==> src/rtl/mdu_sequencer.sv <==
// Iterative RV32M multiply/divide unit: 32-step shift-add multiply and restoring
// divide on operand magnitudes, with fast-path divide-by-zero and overflow results.
module mdu_sequencer #(
    parameter int XLEN = 32
) (
    input  logic            clk,
    input  logic            reset,
    input  logic            start,
    input  logic [2:0]      funct3,
    input  logic [XLEN-1:0] rs1_data,
    input  logic [XLEN-1:0] rs2_data,
    input  logic            flush,
    output logic            stall,
    output logic            busy,
    output logic            result_valid,
    output logic [XLEN-1:0] result
);

    typedef enum logic [1:0] {
        S_IDLE,
        S_BUSY,
        S_DONE
    } state_t;

    localparam logic [XLEN-1:0] INT_MIN = {1'b1, {(XLEN-1){1'b0}}};
    localparam logic [XLEN-1:0] ALL_ONE = {XLEN{1'b1}};

    state_t            state;
    state_t            state_nxt;
    logic [4:0]        cnt;
    logic              accept;

    // Operation context captured at accept; the datapath itself is not reset.
    logic [2:0]        op_r;
    logic              neg_r;
    logic [XLEN-1:0]   opb_r;
    logic [2*XLEN-1:0] acc_r;

    logic              in_div;
    logic              in_rem;
    logic              in_a_signed;
    logic              in_b_signed;
    logic              a_neg;
    logic              b_neg;
    logic              in_neg;
    logic [XLEN-1:0]   a_mag;
    logic [XLEN-1:0]   b_mag;
    logic              div_zero;
    logic              div_ovf;
    logic              special;
    logic [XLEN-1:0]   special_res;

    logic [XLEN:0]     mul_sum;
    logic [2*XLEN-1:0] mul_nxt;
    logic [XLEN:0]     div_shift;
    logic              div_ge;
    logic [XLEN-1:0]   div_sub;
    logic [2*XLEN-1:0] div_nxt;
    logic [2*XLEN-1:0] acc_step;

    function automatic logic [XLEN-1:0] magnitude(input logic [XLEN-1:0] v, input logic neg);
        return neg ? (~v + 1'b1) : v;
    endfunction

    // Applies the recorded sign and selects the architectural result half.
    function automatic logic [XLEN-1:0] finalize(input logic [2:0] op, input logic neg,
                                                 input logic [2*XLEN-1:0] acc);
        logic [2*XLEN-1:0] prod;
        logic [XLEN-1:0]   quo;
        logic [XLEN-1:0]   rem;
        prod = neg ? (~acc + 1'b1) : acc;
        quo  = magnitude(acc[XLEN-1:0], neg);
        rem  = magnitude(acc[2*XLEN-1:XLEN], neg);
        case (op)
            3'b000:                 return prod[XLEN-1:0];
            3'b001, 3'b010, 3'b011: return prod[2*XLEN-1:XLEN];
            3'b100, 3'b101:         return quo;
            default:                return rem;
        endcase
    endfunction

    // Decode of the incoming request, used only on the accepting edge.
    always_comb begin
        in_div      = funct3[2];
        in_rem      = funct3[2] & funct3[1];
        in_a_signed = in_div ? ~funct3[0] : (funct3[1:0] != 2'b11);
        in_b_signed = in_div ? ~funct3[0] : ~funct3[1];
        a_neg       = in_a_signed & rs1_data[XLEN-1];
        b_neg       = in_b_signed & rs2_data[XLEN-1];
        in_neg      = in_rem ? a_neg : (a_neg ^ b_neg);
        a_mag       = magnitude(rs1_data, a_neg);
        b_mag       = magnitude(rs2_data, b_neg);
        div_zero    = in_div & (rs2_data == '0);
        div_ovf     = in_div & ~funct3[0] & (rs1_data == INT_MIN) & (rs2_data == ALL_ONE);
        special     = div_zero | div_ovf;
        if (div_zero) begin
            special_res = in_rem ? rs1_data : ALL_ONE;
        end else begin
            special_res = in_rem ? '0 : INT_MIN;
        end
    end

    // One iteration: multiply keeps {high partial, remaining multiplier bits},
    // divide keeps {partial remainder, dividend/quotient bits}.
    always_comb begin
        mul_sum   = {1'b0, acc_r[2*XLEN-1:XLEN]} + (acc_r[0] ? {1'b0, opb_r} : '0);
        mul_nxt   = {mul_sum, acc_r[XLEN-1:1]};
        div_shift = {acc_r[2*XLEN-1:XLEN], acc_r[XLEN-1]};
        div_ge    = div_shift >= {1'b0, opb_r};
        div_sub   = div_shift[XLEN-1:0] - opb_r;
        if (div_ge) begin
            div_nxt = {div_sub, acc_r[XLEN-2:0], 1'b1};
        end else begin
            div_nxt = {div_shift[XLEN-1:0], acc_r[XLEN-2:0], 1'b0};
        end
        acc_step  = op_r[2] ? div_nxt : mul_nxt;
    end

    assign accept = start & ~flush & ((state == S_IDLE) | (state == S_DONE));

    always_comb begin
        state_nxt    = state;
        stall        = 1'b0;
        busy         = 1'b0;
        result_valid = 1'b0;
        case (state)
            S_IDLE: begin
                stall = start;
                if (accept) state_nxt = special ? S_DONE : S_BUSY;
            end
            S_BUSY: begin
                stall = 1'b1;
                busy  = 1'b1;
                if (cnt == 5'd31) state_nxt = S_DONE;
            end
            S_DONE: begin
                stall        = start;
                result_valid = 1'b1;
                if (accept) begin
                    state_nxt = special ? S_DONE : S_BUSY;
                end else begin
                    state_nxt = S_IDLE;
                end
            end
            default: state_nxt = S_IDLE;
        endcase
        if (flush) state_nxt = S_IDLE;
    end

    always_ff @(posedge clk or posedge reset) begin
        if (reset) begin
            state  <= S_IDLE;
            cnt    <= '0;
            result <= '0;
        end else begin
            state <= state_nxt;
            if (accept) begin
                cnt <= '0;
            end else if ((state == S_BUSY) && (cnt != 5'd31)) begin
                cnt <= cnt + 5'd1;
            end
            if (accept && special) begin
                result <= special_res;
            end else if (!flush && (state == S_BUSY) && (cnt == 5'd31)) begin
                result <= finalize(op_r, neg_r, acc_step);
            end
        end
    end

    always_ff @(posedge clk) begin
        if (accept) begin
            op_r  <= funct3;
            neg_r <= in_neg;
            opb_r <= in_div ? b_mag : a_mag;
            acc_r <= {{XLEN{1'b0}}, (in_div ? a_mag : b_mag)};
        end else if (state == S_BUSY) begin
            acc_r <= acc_step;
        end
    end

endmodule

==> config.mk <==
export PLATFORM = sky130hd
export DESIGN_NAME = mdu_sequencer
export DESIGN_NICKNAME = d
export VERILOG_FILES = /design/src/rtl/mdu_sequencer.sv
export SDC_FILE = /design/constraint.sdc
export NUM_CORES = 1
export LEC_CHECK = 0
export BUFFER_PORTS_ARGS = -buffer_cell sky130_fd_sc_hd__buf_2
export CAP_MARGIN = 10
export CORE_ASPECT_RATIO = 0.6
export CORE_MARGIN = 4
export CORE_UTILIZATION = 30
export DETAILED_ROUTE_END_ITERATION = 6
export GPL_TIMING_DRIVEN = 0
export PLACE_DENSITY = 0.44
export SLEW_MARGIN = 20
export SYNTH_ARGS = -nofsm -noshare
export SYNTH_HDL_FRONTEND = slang
export SYNTH_SLANG_ARGS = --single-unit
==> constraint.sdc <==
create_clock -name clk -period 4.4 [get_ports clk]
set_input_delay 0.88 -clock clk [delete_from_list [all_inputs] [get_ports clk]]
set_output_delay 0.88 -clock clk [all_outputs]
set_load 0.03 [all_outputs]
**Word level (Yosys, flattened, before mapping)**

Cells that the tools add are included.

- Bits in registers: 139
- Bits in latches: 0
- Memory bits (writable): 0
- Memory bits (read-only): 0
- Input port bits: 71
- Output and inout port bits: 35
- Word-level logic and storage cells: 98
- Memories: 0

- Add/sub/neg operators: 8
- Multiply operators: 0
- Divide/modulo/power cells: 0
- Order comparisons: 1
- Equal/unequal tests: 14
- Shift-type cells: 0
- Muxes and demuxes: 32
- Bitwise operators: 20
- Reductions and logical operators: 15

Operator list:

| operator | number |
|---|---|
| $mux W32 | 14 |
| $mux W64 | 3 |
| $add A32 B1 Y32 const B | 4 |
| $not A32 Y32 | 4 |
| $pmux W32 S3 | 1 |
| $add A64 B1 Y64 const B | 1 |
| $eq A32 B32 Y1 const B | 2 |
| $not A64 Y64 | 1 |
| $add A32 B32 Y33 | 1 |
| $ge A33 B32 Y1 | 1 |
| $logic_not A32 Y1 | 1 |
| $sub A32 B32 Y32 | 1 |
| $mux W2 | 5 |
| $mux W5 | 2 |
| $and A1 B1 Y1 | 9 |
| $eq A3 B2 Y1 const B | 2 |
| $eq A3 B3 Y1 const B | 2 |
| $ne A3 B3 Y1 const B | 2 |
| $pmux W2 S3 | 1 |
| $reduce_bool A2 Y1 | 3 |
| $add A5 B1 Y5 const B | 1 |
| $eq A5 B5 Y1 const B | 1 |
| $mux W1 | 5 |
| $ne A5 B5 Y1 const B | 1 |
| other kinds (15) | 22 |

**Logic depth before layout (Yosys ltp)**

Gate-level depths: netlist (run 1).

- Depth after elaboration: 9
- Depth in mapped cells: 22
- Gate-level depth less buffers: 20

**Worst setup path after synthesis (run 1)**

No wires, ideal clock.

- Path type: register -> register
- From: register opb_r[18]
- To: register result[8]
- Arrival time: 4.597 ns
- Required time: 4.323 ns
- Path slack: -0.275 ns
- Stages on the path, launching flop included: 23
- Buffers on the path: 2
- Period minus slack after synthesis: 4.675 ns
- Cell sequence: edfxtp_1 > inv_1 > ha_1 > buf_6 > a21o_1 > a31oi_1 > o221ai_2 > a221oi_4 > clkbuf_1 > a31o_2 > ha_1 > o211ai_1 > or2_2 > nand2b_1 > nand2b_1 > nand4b_1 > nor2_1 > nor2_1 > a21o_1 > a211oi_1 > a221o_1 > nand2_1 > a21oi_1

- Cells in the longest elaborated chain, start to end: 9
- Elaborated cells on any way between the ends: 15
- Those cells by class: add/sub (3); order compare (1); mux (8); bitwise (3)

RTL lines:

| item | RTL line | source |
|---|---|---|
| start: declaration | 36 | `logic [XLEN-1:0] opb_r;` |
| start signal: assignment | 174 | `opb_r <= in_div ? b_mag : a_mag;` |
| $ge A33 B32 Y1 * | 109 | `div_ge = div_shift >= {1'b0, opb_r};` |
| $mux W64 * | 111 | `if (div_ge) begin` |
| $mux W64 * | 116 | `acc_step = op_r[2] ? div_nxt : mul_nxt;` |
| $not A64 Y64 / $not A32 Y32 (equally long branches) | 71, 62 |  |
| $add A64 B1 Y64 / $add A32 B1 Y32 (equally long branches) | 71, 62 |  |
| $mux W64 / $mux W32 (equally long branches) | 71, 62 |  |
| $pmux W32 S3 * | 74 | `case (op)` |
| $mux W32 * | 164 | `end else if (!flush && (state == S_BUSY) && (cnt == 5'd31)) begin` |
| $mux W32 * | 162 | `if (accept && special) begin` |
| end signal: assignment | 163 | `result <= special_res;` |
| end signal: assignment | 165 | `result <= finalize(op_r, neg_r, acc_step);` |
| end: declaration | 16 | `output logic [XLEN-1:0] result` |

Mark *: on every way between the ends. The rest lies on a longest branch, timed or not. The select of a mux whose other input is x is not followed.
A chain may end at the register's enable or synchronous reset.

**Worst setup path after layout (run 1)**

- From: register acc_r[42]
- To: register result[26]

- Cells in the longest elaborated chain, start to end: 9
- Elaborated cells on any way between the ends: 17
- Those cells by class: add/sub (5); order compare (1); mux (8); bitwise (3)

RTL lines:

| item | RTL line | source |
|---|---|---|
| start: declaration | 37 | `logic [2*XLEN-1:0] acc_r;` |
| start signal: assignment | 175 | `acc_r <= {{XLEN{1'b0}}, (in_div ? a_mag : b_mag)};` |
| start signal: assignment | 177 | `acc_r <= acc_step;` |
| $sub A32 B32 Y32 / $ge A33 B32 Y1 (equally long branches) | 110, 109 |  |
| $mux W64 | 111 |  |
| $mux W64 * | 116 |  |
| $not A64 Y64 / $not A32 Y32 (equally long branches) | 71, 62 |  |
| $add A64 B1 Y64 / $add A32 B1 Y32 (equally long branches) | 71, 62 |  |
| $mux W64 / $mux W32 (equally long branches) | 71, 62 |  |
| $pmux W32 S3 * | 74 |  |
| $mux W32 * | 164 |  |
| $mux W32 * | 162 |  |

Marks and branches as above.

==> run_results.csv, run 1 <==
group,metric,value,unit
finish,regArea,3670,um^2
floorplanning,start_util,30.4,%
synth,synth-edff-count,68,
synth,syn_inst,1945,
power_and_ir_drop,p_switching,6210,uW
synth,syn-num-nets,2089,
finish,syn_to_final_growth,34.3,%
detailed_routing,post-route-drc-count,0,
floorplanning,core-area,49500,um^2
timing,setup_viol,25,
flow_run,cap_violations,0,
power_and_ir_drop,peakVddDrop,0.291,mV
power_and_ir_drop,leakagePower,0.00820,uW
clocking,insertion_delay,0.47,ns
clocking,clk_transition_reported_paths,0.07,ns
global_route,antenna_found_initial,4,
setup_path,arrival,5.12,ns
synth,yosysSeqAreaShare,24.3,%
power_and_ir_drop,power_frac_clock,12.7,%
power_and_ir_drop,p_int,5970,uW
timing,fin_setup_tns,-6.15,ns
setup_path,cp_common_cell,"buf_6",
power_and_ir_drop,cellPowerDensity,603,nW/um^2
timing,period_share,108,%
synth,ys_ff_latch,139,
placed_design,gp_congestion,0.979,
timing,slew_headroom,22.8,%
clocking,hold_buffers,0,
detailed_routing,wl_per_cell,28.0,um
clocking,cts_buffers,17,
timing,slew_violations,0,
timing,hold_viol,0,
status,status,"finished with violations",
detailed_routing,first_pass_iters,6,
finish,multi_input_area,12200,um^2
timing,fin_skew,0.0250,ns
synth,synthArstFlopShare,28.1,%
setup_path,r2r-start,"acc_r[42]$_SDFFE_PP0P_",
global_route,grt_max_degree,34,
synth,yosysUniqueCellTypes,94,
floorplanning,ios,106,
power_and_ir_drop,seqPwrFrac,17.0,%
setup_path,crit_family,"simple AND/OR/NAND/NOR gates",
placed_design,pre_cts_slack,-1.99,ns
finish,final_area,20200,um^2
placed_design,place_area,16500,um^2
timing,finalCriticalPeriod,4.76,ns
finish,drive_gt1_share,27.8,%
power_and_ir_drop,power.total,12200,uW
detailed_routing,num_vias,17300,
global_route,grtUsageTotal,28.8,%
power_and_ir_drop,combPwrFrac,70.3,%
finish,final_nets,2372,
setup_path,crit_fanout,6,
power_and_ir_drop,swShare,51.0,%
synth,syn_avg_cell_area,7.74,um^2
detailed_routing,ant_nets,0,
floorplanning,die_width,297,um
setup_path,required,4.76,ns
setup_path,critPathKind,"reg2reg",
floorplanning,die_area,53900,um^2
detailed_routing,drt_iter0_drc,2250,
setup_path,startpoint,"acc_r[42]$_SDFFE_PP0P_",
hold_path,hold_path.class,"in2async",
clocking,clockBufferDepth,2,
setup_path,worst_setup_path_end_kind,"flop",
setup_path,cpPeakStageDelay,0.62,ns
global_route,grt_pass1_vias,16000,
clocking,clock_sinks,139,
timing,fmax,210,MHz
timing,rsz0062_at_grt,"true",
setup_path,crit_path_top_delay_cell,"or4b_4",
floorplanning,die_h,182,um
clocking,cts_max_level,4,
detailed_routing,routed_wl,81.0,mm
clocking,cts_tree,"done",
detailed_routing,vias_per_cell,5.98,
synth,synth_ff_type,"edfxtp_1",
synth,syn_area,15100,um^2
timing,worst_pin_slew,1.15,ns
setup_path,crit_buf_inv,3,
placed_design,place_hpwl,64.3,mm
status,violations,"setup timing",
finish,nFillCells,5070,
floorplanning,fp-row-count,63,
timing,layout_setup_ws,-0.357,ns
finish,final_util,40.8,%
finish,num_antenna_cells,0,
global_route,grt_pass1_wl,114,mm
clocking,cts-root-buf,"clkbuf_16",
setup_path,cp-start-kind,"flop",
setup_path,crit_path_cell_trace,"ha_2, nand4_1, nor2_2, a221o_1, buf_6, o211a_4, buf_8, buf_6, or4_1, o311a_1, a2111o_1, nand4b_4, or4b_4, mux2_4, o221ai_2",
synth,yosys_warnings,0,
global_route,grt_overflow,0,
placed_design,placement.io_buffers,104,
per-layer routing:
metal / up-vias / GRT usage (%) / wire (um)
li1: 7779 / - / -
met4: 0 / 4.30 / 1310
met1: 8439 / 43.7 / 38600
met5: - / 0 / 0
met3: 95 / 13.3 / 11500
met2: 977 / 36.6 / 29600
stage by stage:
| step | std cells | hold slack, ns |
|---|---|---|
| after detailed placement | 2702 | 0.480 |
| after global routing | 2891 | 0.317 |
| after CTS | 2853 | 0.303 |
| after floorplan | 1945 | 0.465 |
| after global placement | 2699 | 0.472 |
| final | 2891 | 0.311 |
kinds of logic (layout without fill, tap and decap cells):
| kind of cell | Yosys count | after routing | share of synthesized area (%) |
|---|---|---|---|
| compound gates | 653 | 653 | 27.9 |
| xor+xnor | 170 | 170 | 9.89 |
| fa+ha+maj | 73 | 73 | 6.17 |
| buf+inv | 192 | 488 | 5.12 |
| flops | 139 | 139 | 24.3 |
| mux | 91 | 91 | 6.18 |
| simple gates | 627 | 627 | 20.4 |
power groups by stage:
stage | Sequential [uW] | Combinational [uW] | Clock (uW)
global placement | 2030 | 5950 | 0
global route | 2080 | 9020 | 1620
floorplan | 1810 | 4060 | 0
CTS | 2010 | 7630 | 1570
finish | 2070 | 8560 | 1550
detailed placement | 2010 | 5970 | 0
synth_stat cells (all sizes together) (16+ instances only):
library cell / number / share of area [%]
nand2: 200 / 5.0
a21oi: 181 / 6.1
o21ai: 177 / 5.9
nor2: 147 / 3.7
xnor2: 101 / 5.9
clkbuf: 82 / 2.0
mux2i: 82 / 5.5
inv: 80 / 2.0
ha: 71 / 5.9
xor2: 69 / 4.0
edfxtp: 68 / 14
nor3: 47 / 1.6
and2: 43 / 1.8
dfrtp: 39 / 6.5
nand3: 35 / 1.2
dfxtp: 32 / 4.3
nand4: 32 / 1.3
o211ai: 31 / 1.6
buf: 27 / 1.0
a21o: 26 / 1.3
a31oi: 24 / 1.0
a211oi: 20 / 1.0
a22o: 19 / 1.1
nor4: 19 / 0.89
o31ai: 19 / 0.95
and3: 18 / 0.75
o21a: 18 / 0.90
nand2b: 17 / 0.71
or3: 16 / 0.66
timing repair:
action,in CTS,in global routing
endpoints found under the setup margin,61,35
setup buffers,131,46
resized for setup,292,146
pin swaps,103,99
registers in the layout, summed over array words and instances (netlist names):
name,cells
result,32
opb_r,32
acc_r,64
neg_r,1
state,2
op_r,3
cnt,5
layout by cell type (no fill, tap or decap), types with 17 or more instances in the layout:
master     count
a21o_1        24
a21oi_1      157
a21oi_2       18
a22o_1        19
a31oi_1       19
and2_1        39
buf_2        112
buf_4        138
buf_6         41
clkbuf_1      56
clkbuf_16     19
dfrtp_1       39
dfxtp_1       22
edfxtp_1      68
ha_1          46
ha_4          21
inv_1         59
inv_2         19
mux2i_1       77
nand2_1      193
nand3_1       30
nand4_1       32
nor2_1       131
nor3_1        40
o211ai_1      30
o21a_1        18
o21ai_0      132
o21ai_1       17
o21ai_2       25
xnor2_1       96
xor2_1        67
final cells by class:
cell class | count | share of cell area [%]
Sequential cell | 139 | 18.2
Clock buffer | 20 | 2.37
Tap cell | 650 | 4.02
Inverter | 83 | 1.57
Clock inverter | 12 | 0.613
Buffer | 93 | 2.44
Timing Repair Buffer | 280 | 10.2
Multi-Input combinational cell | 1614 | 60.6
path summary, 6_finish.rpt:
check	to	slack, ns	cells after the start
max	result[26]$_DFFE_PP0P_	-0.36	15
min	result[29]$_DFFE_PP0P_	0.31	2
max reg2reg	result[26]$_DFFE_PP0P_	-0.36	15
min reg2reg	result[24]$_DFFE_PP0P_	0.49	1
max in group asynchronous	result[0]$_DFFE_PP0P_	3.67	3
min in group clk	result[24]$_DFFE_PP0P_	0.49	1
(Power assumes the default switching activity.)
==> inputs of run 2 (changes only) <==
--- a/config.mk
+++ b/config.mk
@@ -13,6 +13,7 @@
 export DETAILED_ROUTE_END_ITERATION = 6
 export GPL_TIMING_DRIVEN = 0
 export PLACE_DENSITY = 0.44
+export RECOVER_POWER = 50
 export SLEW_MARGIN = 20
 export SYNTH_ARGS = -nofsm -noshare
 export SYNTH_HDL_FRONTEND = slang
==> run 2 against run 1 <==
  * The run ends with capacitance limit, slew limit, setup timing left
  * Clock power about the same
  * Register-to-register slack barely moved
  * Cell area down 0.37%
  * Worst hold slack better by 0.017 ns
  * Non-clock buffer count stayed put
  * Via count rose by 0.10%
  * Maximum frequency barely moved
  * Final cell count hardly changed
  * Critical path depth grew 6
  * Largest cell class unchanged
==> run_results.csv, run 2 (same netlist as run 1, synthesis figures left out) <==
group,metric,value,unit
status,status,"finished with violations",
status,violations,"capacitance limit, slew limit, setup timing",
global_route,grtUsageTotal,28.8,%
power_and_ir_drop,power.total,12200,uW
finish,final_cell_mix,"193 x nand2_1, 157 x a21oi_1, 138 x buf_4",
setup_path,cp-start-kind,"flop",
detailed_routing,vias_per_cell,5.98,
global_route,grt_pass1_vias,16000,
power_and_ir_drop,seqPwrFrac,17.0,%
setup_path,worst_setup_path_end_kind,"flop",
detailed_routing,first_pass_iters,6,
power_and_ir_drop,leakagePower,0.00802,uW
finish,final_nets,2372,
detailed_routing,post-route-drc-count,0,
timing,setup_viol,26,
timing,rsz0062_at_grt,"true",
finish,largest_register,"acc_r",
clocking,clock_sinks,139,
placed_design,place_hpwl,64.3,mm
timing,slew_violations,34,
setup_path,worstRegToRegCells,21,
timing,period_share,108,%
timing,fmax,210,MHz
finish,drive_gt1_share,26.1,%
global_route,grt_overflow,0,
timing,fin_setup_tns,-6.29,ns
placed_design,gp_congestion,0.979,
timing,finalCriticalPeriod,4.76,ns
power_and_ir_drop,power_frac_clock,12.8,%
floorplanning,fp-row-count,63,
clocking,hold_buffers,0,
clocking,cts-root-buf,"clkbuf_16",
detailed_routing,routed_wl,81.1,mm
power_and_ir_drop,peakVddDrop,0.294,mV
detailed_routing,wl_per_cell,28.0,um
clocking,insertion_delay,0.47,ns
timing,layout_setup_ws,-0.362,ns
global_route,grt_pass1_wl,114,mm
setup_path,rrSetupSlack,-0.36,ns
clocking,cts_buffers,17,
global_route,grt_max_degree,34,
detailed_routing,ant_nets,0,
finish,largest_reg_flops,64,
setup_path,r2r-start,"opb_r[31]$_DFFE_PP_",
power_and_ir_drop,cellPowerDensity,605,nW/um^2
timing,fin_skew,0.0257,ns
setup_path,critPathKind,"reg2reg",
hold_path,hold_path.class,"in2async",
floorplanning,die_h,182,um
power_and_ir_drop,p_switching,6220,uW
detailed_routing,num_vias,17300,
floorplanning,start_util,30.4,%
power_and_ir_drop,p_int,5970,uW
placed_design,placement.io_buffers,104,
power_and_ir_drop,combPwrFrac,70.2,%
flow_run,cap_violations,1,
clocking,cts_tree,"done",
timing,worst_pin_slew,1.85,ns
floorplanning,die_width,297,um
setup_path,arrival,5.09,ns
setup_path,r2r-end,"result[29]$_DFFE_PP0P_",
clocking,clockBufferDepth,2,
finish,top_regs,"acc_r (64), opb_r (32), result (32)",
clocking,clk_transition_reported_paths,0.07,ns
setup_path,required,4.73,ns
detailed_routing,drt_iter0_drc,2217,
setup_path,crit_fanout,6,
timing,hold_viol,0,
floorplanning,ios,106,
global_route,antenna_found_initial,4,
floorplanning,die_area,53900,um^2
finish,final_util,40.7,%
placed_design,pre_cts_slack,-1.99,ns
timing,slew_headroom,-23.1,%
power_and_ir_drop,swShare,51.0,%
finish,syn_to_final_growth,33.8,%
floorplanning,core-area,49500,um^2
finish,layout_commonest_cell,"nand2_1",
clocking,cts_max_level,4,
-- run 2: worst max-delay path by stage --
| stage | from | to | slack, ns |
|---|---|---|---|
| final | opb_r[31]$_DFFE_PP_ | result[29]$_DFFE_PP0P_ | -0.36 |
| after global routing | opb_r[20]$_DFFE_PP_ | result[6]$_DFFE_PP0P_ | -0.45 |
| after CTS | opb_r[18]$_DFFE_PP_ | result[10]$_DFFE_PP0P_ | -0.32 |
| after detailed placement | op_r[2]$_DFFE_PP_ | result[30]$_DFFE_PP0P_ | -1.99 |
| after global placement | op_r[2]$_DFFE_PP_ | result[30]$_DFFE_PP0P_ | -2.08 |
| after floorplan | opb_r[18]$_DFFE_PP_ | result[30]$_DFFE_PP0P_ | -0.01 |
-- run 2: stage by stage --
| step | area, um^2 | hold slack, ns | cells |
|---|---|---|---|
| finish | 20100 | 0.328 | 2893 |
| global route | 20100 | 0.353 | 2891 |
| CTS | 19300 | 0.303 | 2853 |
| detailed placement | 16500 | 0.480 | 2702 |
| global placement | 16400 | 0.472 | 2699 |
| floorplan | 15100 | 0.465 | 1945 |
-- run 2: layout make-up --
| cell class | count | area [um^2] |
|---|---|---|
| plain buffers | 93 | 493 |
| flip-flops and latches | 139 | 3670 |
| clock buffers | 20 | 479 |
| well taps | 650 | 813 |
| clock inverters | 12 | 124 |
| repair buffers | 280 | 1990 |
| multi-input cells | 1614 | 12200 |
| fillers | 5084 | 29400 |
| inverters | 83 | 318 |
| diodes | 2 | 5.00 |
-- run 2: timing repair --
action	in CTS	in global routing
setup buffers	131	46
pin swaps	103	99
endpoints found under the setup margin	61	35
resized for setup	292	146
-- run 2: power groups by stage --
stage                     Sequential, uW  Combinational [uW]  Clock, uW
after floorplan                     1810                4060          0
after global placement              2030                5950          0
after detailed placement            2010                5970          0
after CTS                           2010                7630       1570
after global routing                2080                9010       1620
final                               2070                8560       1560
-- run 2: worst max-delay path, cell delays in order (launching register included) --
cell and delay [ns]:
edfxtp_1 0.60, inv_2 0.09, ha_4 0.28, nand3b_1 0.13, or2_4 0.27, nor4b_4 0.24
buf_4 0.19, buf_6 0.10, a221o_1 0.24, buf_6 0.13, nor2_4 0.06, buf_12 0.13
a311o_1 0.35, a211oi_4 0.27, nand3b_1 0.14, buf_6 0.17, buf_6 0.12, nor4_4 0.32
a41oi_2 0.17, xor2_1 0.19, a221oi_2 0.32, o21ai_1 0.12
-- run 2: per-layer routing --
metal  vias to the layer above  global-route usage (%)  routed length, um
met3                       101                    13.3              11500
li1                       7773                       -                  -
met5                         -                       0                  0
met1                      8469                    43.7              38500
met2                       965                    36.6              29700
met4                         0                    4.30               1320
